### src/rtl/radix2_bf_64.sv
// radix2_bf_64: radix-2 DIF butterfly for the 64-delay stage of a 256-point
// SDF FFT. Drives an external 64-entry delay line and reads its tail back.
// A phase (cnt < 64): incoming samples are parked in the line while the
// differences from the previous block drain out of it.
// B phase (cnt >= 64): the line output pairs with the incoming sample. The
// sum goes out, and the difference goes into the line.
module radix2_bf_64 #(
   parameter int SCALE = 0
) (
   input  logic               clk,
   input  logic               rst_n,
   input  logic               in_valid,
   input  logic signed [23:0] din_r,
   input  logic signed [23:0] din_i,
   input  logic signed [23:0] sr_dout_r,
   input  logic signed [23:0] sr_dout_i,
   output logic               sr_in_valid,
   output logic signed [23:0] sr_din_r,
   output logic signed [23:0] sr_din_i,
   output logic               out_valid,
   output logic signed [23:0] dout_r,
   output logic signed [23:0] dout_i,
   output logic        [6:0]  out_idx
);

   typedef enum logic [1:0] {
      ST_IDLE = 2'd0,
      ST_FILL = 2'd1,
      ST_RUN  = 2'd2
   } state_t;

   state_t      state_q, state_d;
   logic [6:0]  cnt_q, cnt_d;
   logic        blk_live_q, blk_live_d;
   logic        prev_live_q, prev_live_d;
   logic        out_valid_q, out_valid_d;
   logic [23:0] dout_r_q, dout_r_d;
   logic [23:0] dout_i_q, dout_i_d;
   logic [6:0]  out_idx_q, out_idx_d;

   logic        run_s;
   logic        act_s;
   logic        phase_b_s;
   logic [23:0] din_eff_r_s, din_eff_i_s;
   logic [24:0] sum_r_s, sum_i_s, diff_r_s, diff_i_s;
   logic [23:0] sum_r_sc_s, sum_i_sc_s, diff_r_sc_s, diff_i_sc_s;

   // Reduce a 25-bit butterfly result to 24 bits: plain wrap, or floor-halve.
   function automatic logic [23:0] scale_f(input logic [24:0] v);
      if (SCALE != 0) begin
         return v[24:1];
      end else begin
         return v[23:0];
      end
   endfunction

   assign run_s     = (state_q != ST_IDLE);
   assign act_s     = in_valid | run_s;
   assign phase_b_s = cnt_q[6];

   // Gapped cycles inject zero samples; 25-bit sum/difference with sign extension.
   always_comb begin
      din_eff_r_s = in_valid ? din_r : 24'd0;
      din_eff_i_s = in_valid ? din_i : 24'd0;
      sum_r_s     = {sr_dout_r[23], sr_dout_r} + {din_eff_r_s[23], din_eff_r_s};
      sum_i_s     = {sr_dout_i[23], sr_dout_i} + {din_eff_i_s[23], din_eff_i_s};
      diff_r_s    = {sr_dout_r[23], sr_dout_r} - {din_eff_r_s[23], din_eff_r_s};
      diff_i_s    = {sr_dout_i[23], sr_dout_i} - {din_eff_i_s[23], din_eff_i_s};
      sum_r_sc_s  = scale_f(sum_r_s);
      sum_i_sc_s  = scale_f(sum_i_s);
      diff_r_sc_s = scale_f(diff_r_s);
      diff_i_sc_s = scale_f(diff_i_s);
   end

   // Delay-line feed: raw sample in A phase, scaled difference in B phase.
   always_comb begin
      sr_in_valid = rst_n & act_s;
      if (phase_b_s) begin
         sr_din_r = diff_r_sc_s;
         sr_din_i = diff_i_sc_s;
      end else begin
         sr_din_r = din_eff_r_s;
         sr_din_i = din_eff_i_s;
      end
   end

   // Next-state: counter, block liveness, phase-dependent output selection.
   always_comb begin
      state_d     = state_q;
      cnt_d       = cnt_q;
      blk_live_d  = blk_live_q;
      prev_live_d = prev_live_q;
      out_valid_d = 1'b0;
      dout_r_d    = dout_r_q;
      dout_i_d    = dout_i_q;
      out_idx_d   = out_idx_q;
      if (act_s) begin
         cnt_d = cnt_q + 7'd1;
         if (phase_b_s) begin
            out_valid_d = blk_live_q;
            dout_r_d    = sum_r_sc_s;
            dout_i_d    = sum_i_sc_s;
            out_idx_d   = {1'b0, cnt_q[5:0]};
            if (cnt_q == 7'd127) begin
               prev_live_d = blk_live_q;
               blk_live_d  = 1'b0;
            end else begin
               prev_live_d = prev_live_q;
            end
         end else begin
            // The line tail holds the difference stored one block ago.
            out_valid_d = prev_live_q;
            dout_r_d    = sr_dout_r;
            dout_i_d    = sr_dout_i;
            out_idx_d   = {1'b1, cnt_q[5:0]};
            if (in_valid) begin
               blk_live_d = 1'b1;
            end else begin
               blk_live_d = blk_live_q;
            end
         end
      end else begin
         out_valid_d = 1'b0;
      end
      case (state_q)
         ST_IDLE: begin
            if (in_valid) begin
               state_d = ST_FILL;
            end else begin
               state_d = ST_IDLE;
            end
         end
         ST_FILL: begin
            if (act_s && (cnt_d == 7'd64)) begin
               state_d = ST_RUN;
            end else begin
               state_d = ST_FILL;
            end
         end
         ST_RUN:  state_d = ST_RUN;
         default: state_d = ST_IDLE;
      endcase
   end

   // State and registered outputs with synchronous active-low reset.
   always_ff @(posedge clk) begin
      if (!rst_n) begin
         state_q     <= ST_IDLE;
         cnt_q       <= 7'd0;
         blk_live_q  <= 1'b0;
         prev_live_q <= 1'b0;
         out_valid_q <= 1'b0;
         dout_r_q    <= 24'd0;
         dout_i_q    <= 24'd0;
         out_idx_q   <= 7'd0;
      end else begin
         state_q     <= state_d;
         cnt_q       <= cnt_d;
         blk_live_q  <= blk_live_d;
         prev_live_q <= prev_live_d;
         out_valid_q <= out_valid_d;
         dout_r_q    <= dout_r_d;
         dout_i_q    <= dout_i_d;
         out_idx_q   <= out_idx_d;
      end
   end

   assign out_valid = out_valid_q;
   assign dout_r    = dout_r_q;
   assign dout_i    = dout_i_q;
   assign out_idx   = out_idx_q;

endmodule

### config.mk
export PLATFORM = sky130hd
export DESIGN_NAME = radix2_bf_64
export DESIGN_NICKNAME = d
export VERILOG_FILES = /design/src/rtl/radix2_bf_64.sv
export SDC_FILE = /design/constraint.sdc
export NUM_CORES = 1
export LEC_CHECK = 0
export CAP_MARGIN = 20
export CELL_PAD_IN_SITES_DETAIL_PLACEMENT = 0
export CELL_PAD_IN_SITES_GLOBAL_PLACEMENT = 1
export CORE_ASPECT_RATIO = 1.25
export CORE_MARGIN = 2
export CORE_UTILIZATION = 25
export DETAILED_ROUTE_END_ITERATION = 10
export GPL_ROUTABILITY_DRIVEN = 0
export HOLD_SLACK_MARGIN = 0.08
export PLACE_DENSITY = 0.6
export RECOVER_POWER = 50
export SLEW_MARGIN = 20
export SYNTH_ARGS = -nofsm -noshare
export SYNTH_HDL_FRONTEND = slang
export SYNTH_SLANG_ARGS = --single-unit
export TNS_END_PERCENT = 20
### constraint.sdc
create_clock -name clk -period 4.2 [get_ports clk]
set_input_delay 0.84 -clock clk [delete_from_list [all_inputs] [get_ports clk]]
set_output_delay 0.84 -clock clk [all_outputs]
set_load 0.01 [all_outputs]
* After elaboration in Yosys (flattened, before gate mapping)
Index checks and enable logic that the tools add are counted.
** Storage, ports and cells
- Register bits :: 67
- Word-level logic and storage cells :: 42
- Output and inout bits :: 105
** Cells by class
- Eq/ne operators :: 5
- Reductions and logical operators :: 7
- Mux-type cells :: 15
- Bitwise operators :: 2
- Add/subtract/negate cells :: 5
** Operators by type and width (count)
- 24-bit two-way mux :: 6
- 24-bit adder :: 2
- 24-bit subtractor :: 2
- 7-bit equality test, second input constant :: 2
- 7-bit two-way mux :: 2
- 7-bit by 1-bit adder with 7-bit output, second input constant :: 1
- 2-bit case mux with 3 select lines :: 1
- 3-bit AND reduction :: 2
- 1-bit two-way mux :: 5
- 2-bit nonzero test :: 2
- 2-bit by 1-bit equality test with 1-bit output, second input constant :: 1
- 2-bit equality test, second input constant :: 1
- 2-bit zero test :: 1
- 2-bit two-way mux :: 1
- 2-bit by 1-bit inequality test with 1-bit output, second input constant :: 1
- 2-bit AND reduction :: 1
- 1-bit bitwise AND :: 1
- 1-bit logical AND :: 1
- 1-bit bitwise OR :: 1

* Depth between registers and ports, before layout
- Depth after elaboration :: 7
- Depth in mapped cells :: 14
- Gate-level depth less buffers :: 12

* Worst setup path before layout
No wires, ideal clock.
- Path kind :: input to output
- From :: in in_valid
- To :: out sr_din_i[18]
- Data required time :: 3.360 ns
- Arrival :: 3.739 ns
- Buffers on the path :: 3
- Stages on the path :: 13
- Setup slack :: -0.379 ns
- Cells stage by stage :: clkbuf_1 > clkbuf_1 > buf_1 > nand2_1 > fa_1 > a21oi_1 > nor4_1 > o31a_1 > o41ai_4 > o21ai_1 > a311oi_2 > xnor2_1 > mux2i_1
** Between the ends
- Longest elaborated chain between the ends :: 3
** Ends and longest elaborated chain
- start, declared :: line 12 : input logic in_valid,
- 24-bit two-way mux * :: line 64 : din_eff_i_s = in_valid ? din_i : 24'd0;
- 24-bit subtractor :: line 68 : diff_i_s = {sr_dout_i[23], sr_dout_i} - {din_eff_i_s[23], din_eff_i_s};
- 24-bit two-way mux * :: line 78 : if (phase_b_s) begin
- end, declared :: line 19 : output logic signed [23:0] sr_din_i,
Mark *: on every way between the ends. The rest lies on a longest branch, timed or not.

* Worst setup path after layout
Ends and elaborated chain as after synthesis.

==> reports/results.ini <==
[yosys]
yosysTopAreaCell = dfxtp_1
ys_top_cells_by_area = dfxtp_1 16%, ha_1 15%, a21oi_1 7.5%
synth_edf_count = 0
ys_types = 70
synth_flop_cell = dfxtp_1
yosys_warnings = 0
yosysTopAreaCellShare_pct = 15.7
seq_area_frac_synth_pct = 15.7
yosys_register_bits = 67
syn_area_um2 = 8520
syn-mean-instance-area_um2 = 6.98
async_reset_ff_share_pct = 0
synth.net_count = 1425
syn-instance-count = 1222

[global_routing]
overflow = 0
grt_pass1_wl_um = 54500
grt_usage_pct = 19.4
grt_pass1_vias = 10300
grt_max_degree = 49
antenna_found_initial = 0

[sta]
rsz0062_at_grt = yes
finalCritPeriodShare_pct = 101
tightest_slew_ps = 1100
finalMaxSlewViolations = 0
max-slew-margin-rel_pct = 26.8
skew_ps = 7.03
fmax_ghz = 0.236
hold_slack_ps = 450
final_hold_viol_count = 0
finalWorstPathRequiredPeriod_ps = 4230
fin_ws_ps = -31.8
finalSetupViolations = 3

[drt]
drt_first_pass_iters = 5
ant_nets = 0
drc = 0
via_per_inst = 4.92
detail_route.wl_per_cell_um = 17.1
drtIter0Drc = 365
vias = 10300
wirelength_um = 35900

[cts]
clk_pin_slew_ps = 60
cts_tree = built
hold_buffers = 0
cts-buffers-inserted = 9
insertion_delay_ps = 360
numClockSinks = 67
cts-root-buf = clkbuf_16
cts_max_level = 3
cts_max_path_buffers = 2

[run_status]
outcome = complete, but fails checks
violations = setup timing

[floorplan]
die_x_um = 169
initial_core_util_pct = 25.4
rows = 75
core_area_um2 = 33600
io_pins = 204
die_h_um = 210
dieArea_um2 = 35600

[placement]
place_ws_ps = -1030
io_buffer_count = 203
dp_hpwl_um = 28000

[critical_path]
worstReg2RegStart = state_q[1]
endpoint = sr_din_i[18]
cp_max_fo = 6
startpoint = in_valid
crit_type = input pin to primary output
r2r_cells = 5
regToRegSetupSlack_ps = 1980
crit_arrival_ps = 3390
cp.required_ps = 3360
worstSetupStartpointType = input pin
cp-end-kind = primary output
r2r_end = dout_r[14]

[cells_and_area]
final_common_cell = buf_4
fill_cells = 3501
area_delta_synth_final_pct = 68.1
final_cell_mix = 297 x buf_4, 116 x a21oi_1, 110 x nand2_1
drive_gt1_share_pct = 30.5
diodes = 0
fin_nets = 1876

[power]
powerDensity_nw_per_um2 = 218
ir_worst_vdd_mv = 0.138
p_leak_nw = 6.64
total_power_mw = 3.13

[min_path]
hp-class = flop to flop

[run]
drv_cap = 0

## layout make-up
cell class	instances	area, µm²	area share [%]
Inverter	101	382	2.66
Tap cell	423	529	3.69
Clock inverter	7	60.1	0.419
Multi-Input combinational cell	979	7440	51.9
Sequential cell	67	1350	9.38
Timing Repair Buffer	515	4360	30.4
Clock buffer	9	225	1.57
## critical path, cell delays in order
cell,delay (ps)
buf_16,120
and2_4,160
ha_4,140
inv_2,30
fa_2,370
a21oi_4,160
nor4_2,70
o31a_1,350
o41ai_4,210
buf_4,190
o21ai_4,70
a311oi_2,230
xnor2_1,90
mux2i_1,180
buf_2,170
## flip-flops by register name (all words and copies together), names as in the netlist
register / flops
blk_live_q: 1
cnt_q: 7
dout_i: 24
dout_r: 24
out_idx: 7
out_valid: 1
prev_live_q: 1
state_q: 2
## synth_stat cells (7+ instances only)
cell / count
nand2_1: 141
a21oi_1: 127
nor2_1: 107
ha_1: 100
inv_1: 99
o21ai_0: 91
xnor2_1: 72
dfxtp_1: 67
clkbuf_1: 58
nor3_1: 25
nand3_1: 24
a211oi_1: 23
mux2i_1: 22
and3_1: 19
a21o_1: 18
o21bai_1: 18
o22ai_1: 18
a31oi_1: 12
nor4_1: 12
nand4_1: 11
xor2_1: 11
nor2b_1: 10
buf_2: 8
o211ai_1: 8
or3_1: 8
buf_1: 7
o31ai_1: 7
## metrics by stage
| step | util [%] | area, µm² | setup TNS [ps] | std cells |
|---|---|---|---|---|
| global placement | 38.3 | 12900 | -26330 | 2046 |
| finish | 42.7 | 14300 | -50.4 | 2101 |
| detailed placement | 38.3 | 12900 | -26670 | 2046 |
| CTS | 40.9 | 13800 | -530 | 2076 |
| floorplan | - | 8560 | -26.0 | 1222 |
| global route | 42.7 | 14300 | -793 | 2101 |
## cell families (layout without fill, tap and decap cells)
| family | count (synthesis) | after routing | share of synthesized area (%) |
|---|---|---|---|
| compound gates | 384 | 384 | 28.8 |
| xor+xnor | 83 | 83 | 8.53 |
| fa+ha+maj | 104 | 104 | 15.6 |
| buf+inv | 176 | 632 | 8.00 |
| flops | 67 | 67 | 15.7 |
| mux | 24 | 24 | 2.85 |
| simple gates | 384 | 384 | 20.4 |
## timing repair
| action | 4_1_cts | 5_1_grt |
|---|---|---|
| endpoints found under the hold margin | 0 | 0 |
| pin swaps | 56 | 61 |
| setup endpoints to repair | 40 | 37 |
| cloned | 0 | 0 |
| resized for setup | 215 | 136 |
| setup buffers | 16 | 26 |
## metal layers
metal	GRT usage, %	part of all wire, %
met4	6.69	2.7
met5	0	0
met3	2.08	3.2
met1	23.5	43
met2	35.4	51
## power by group
group	internal (mW)	switching, mW
Sequential	0.672	0.0251
Combinational	0.844	0.823
Clock	0.410	0.352
Total	1.93	1.20
## worst min-delay path by stage
| stage | cells past startpoint | start | slack (ps) | end |
|---|---|---|---|---|
| after floorplan | 2 | prev_live_q | 440 | prev_live_q |
| after global placement | 2 | out_idx[3] | 440 | out_idx[3] |
| after detailed placement | 2 | dout_r[0] | 450 | dout_r[0] |
| after CTS | 2 | dout_r[0] | 460 | dout_r[0] |
| after global routing | 2 | out_idx[3] | 480 | out_idx[3] |
| final | 2 | dout_i[9] | 450 | dout_i[9] |
No activity file was read; power rests on OpenSTA's default activity.
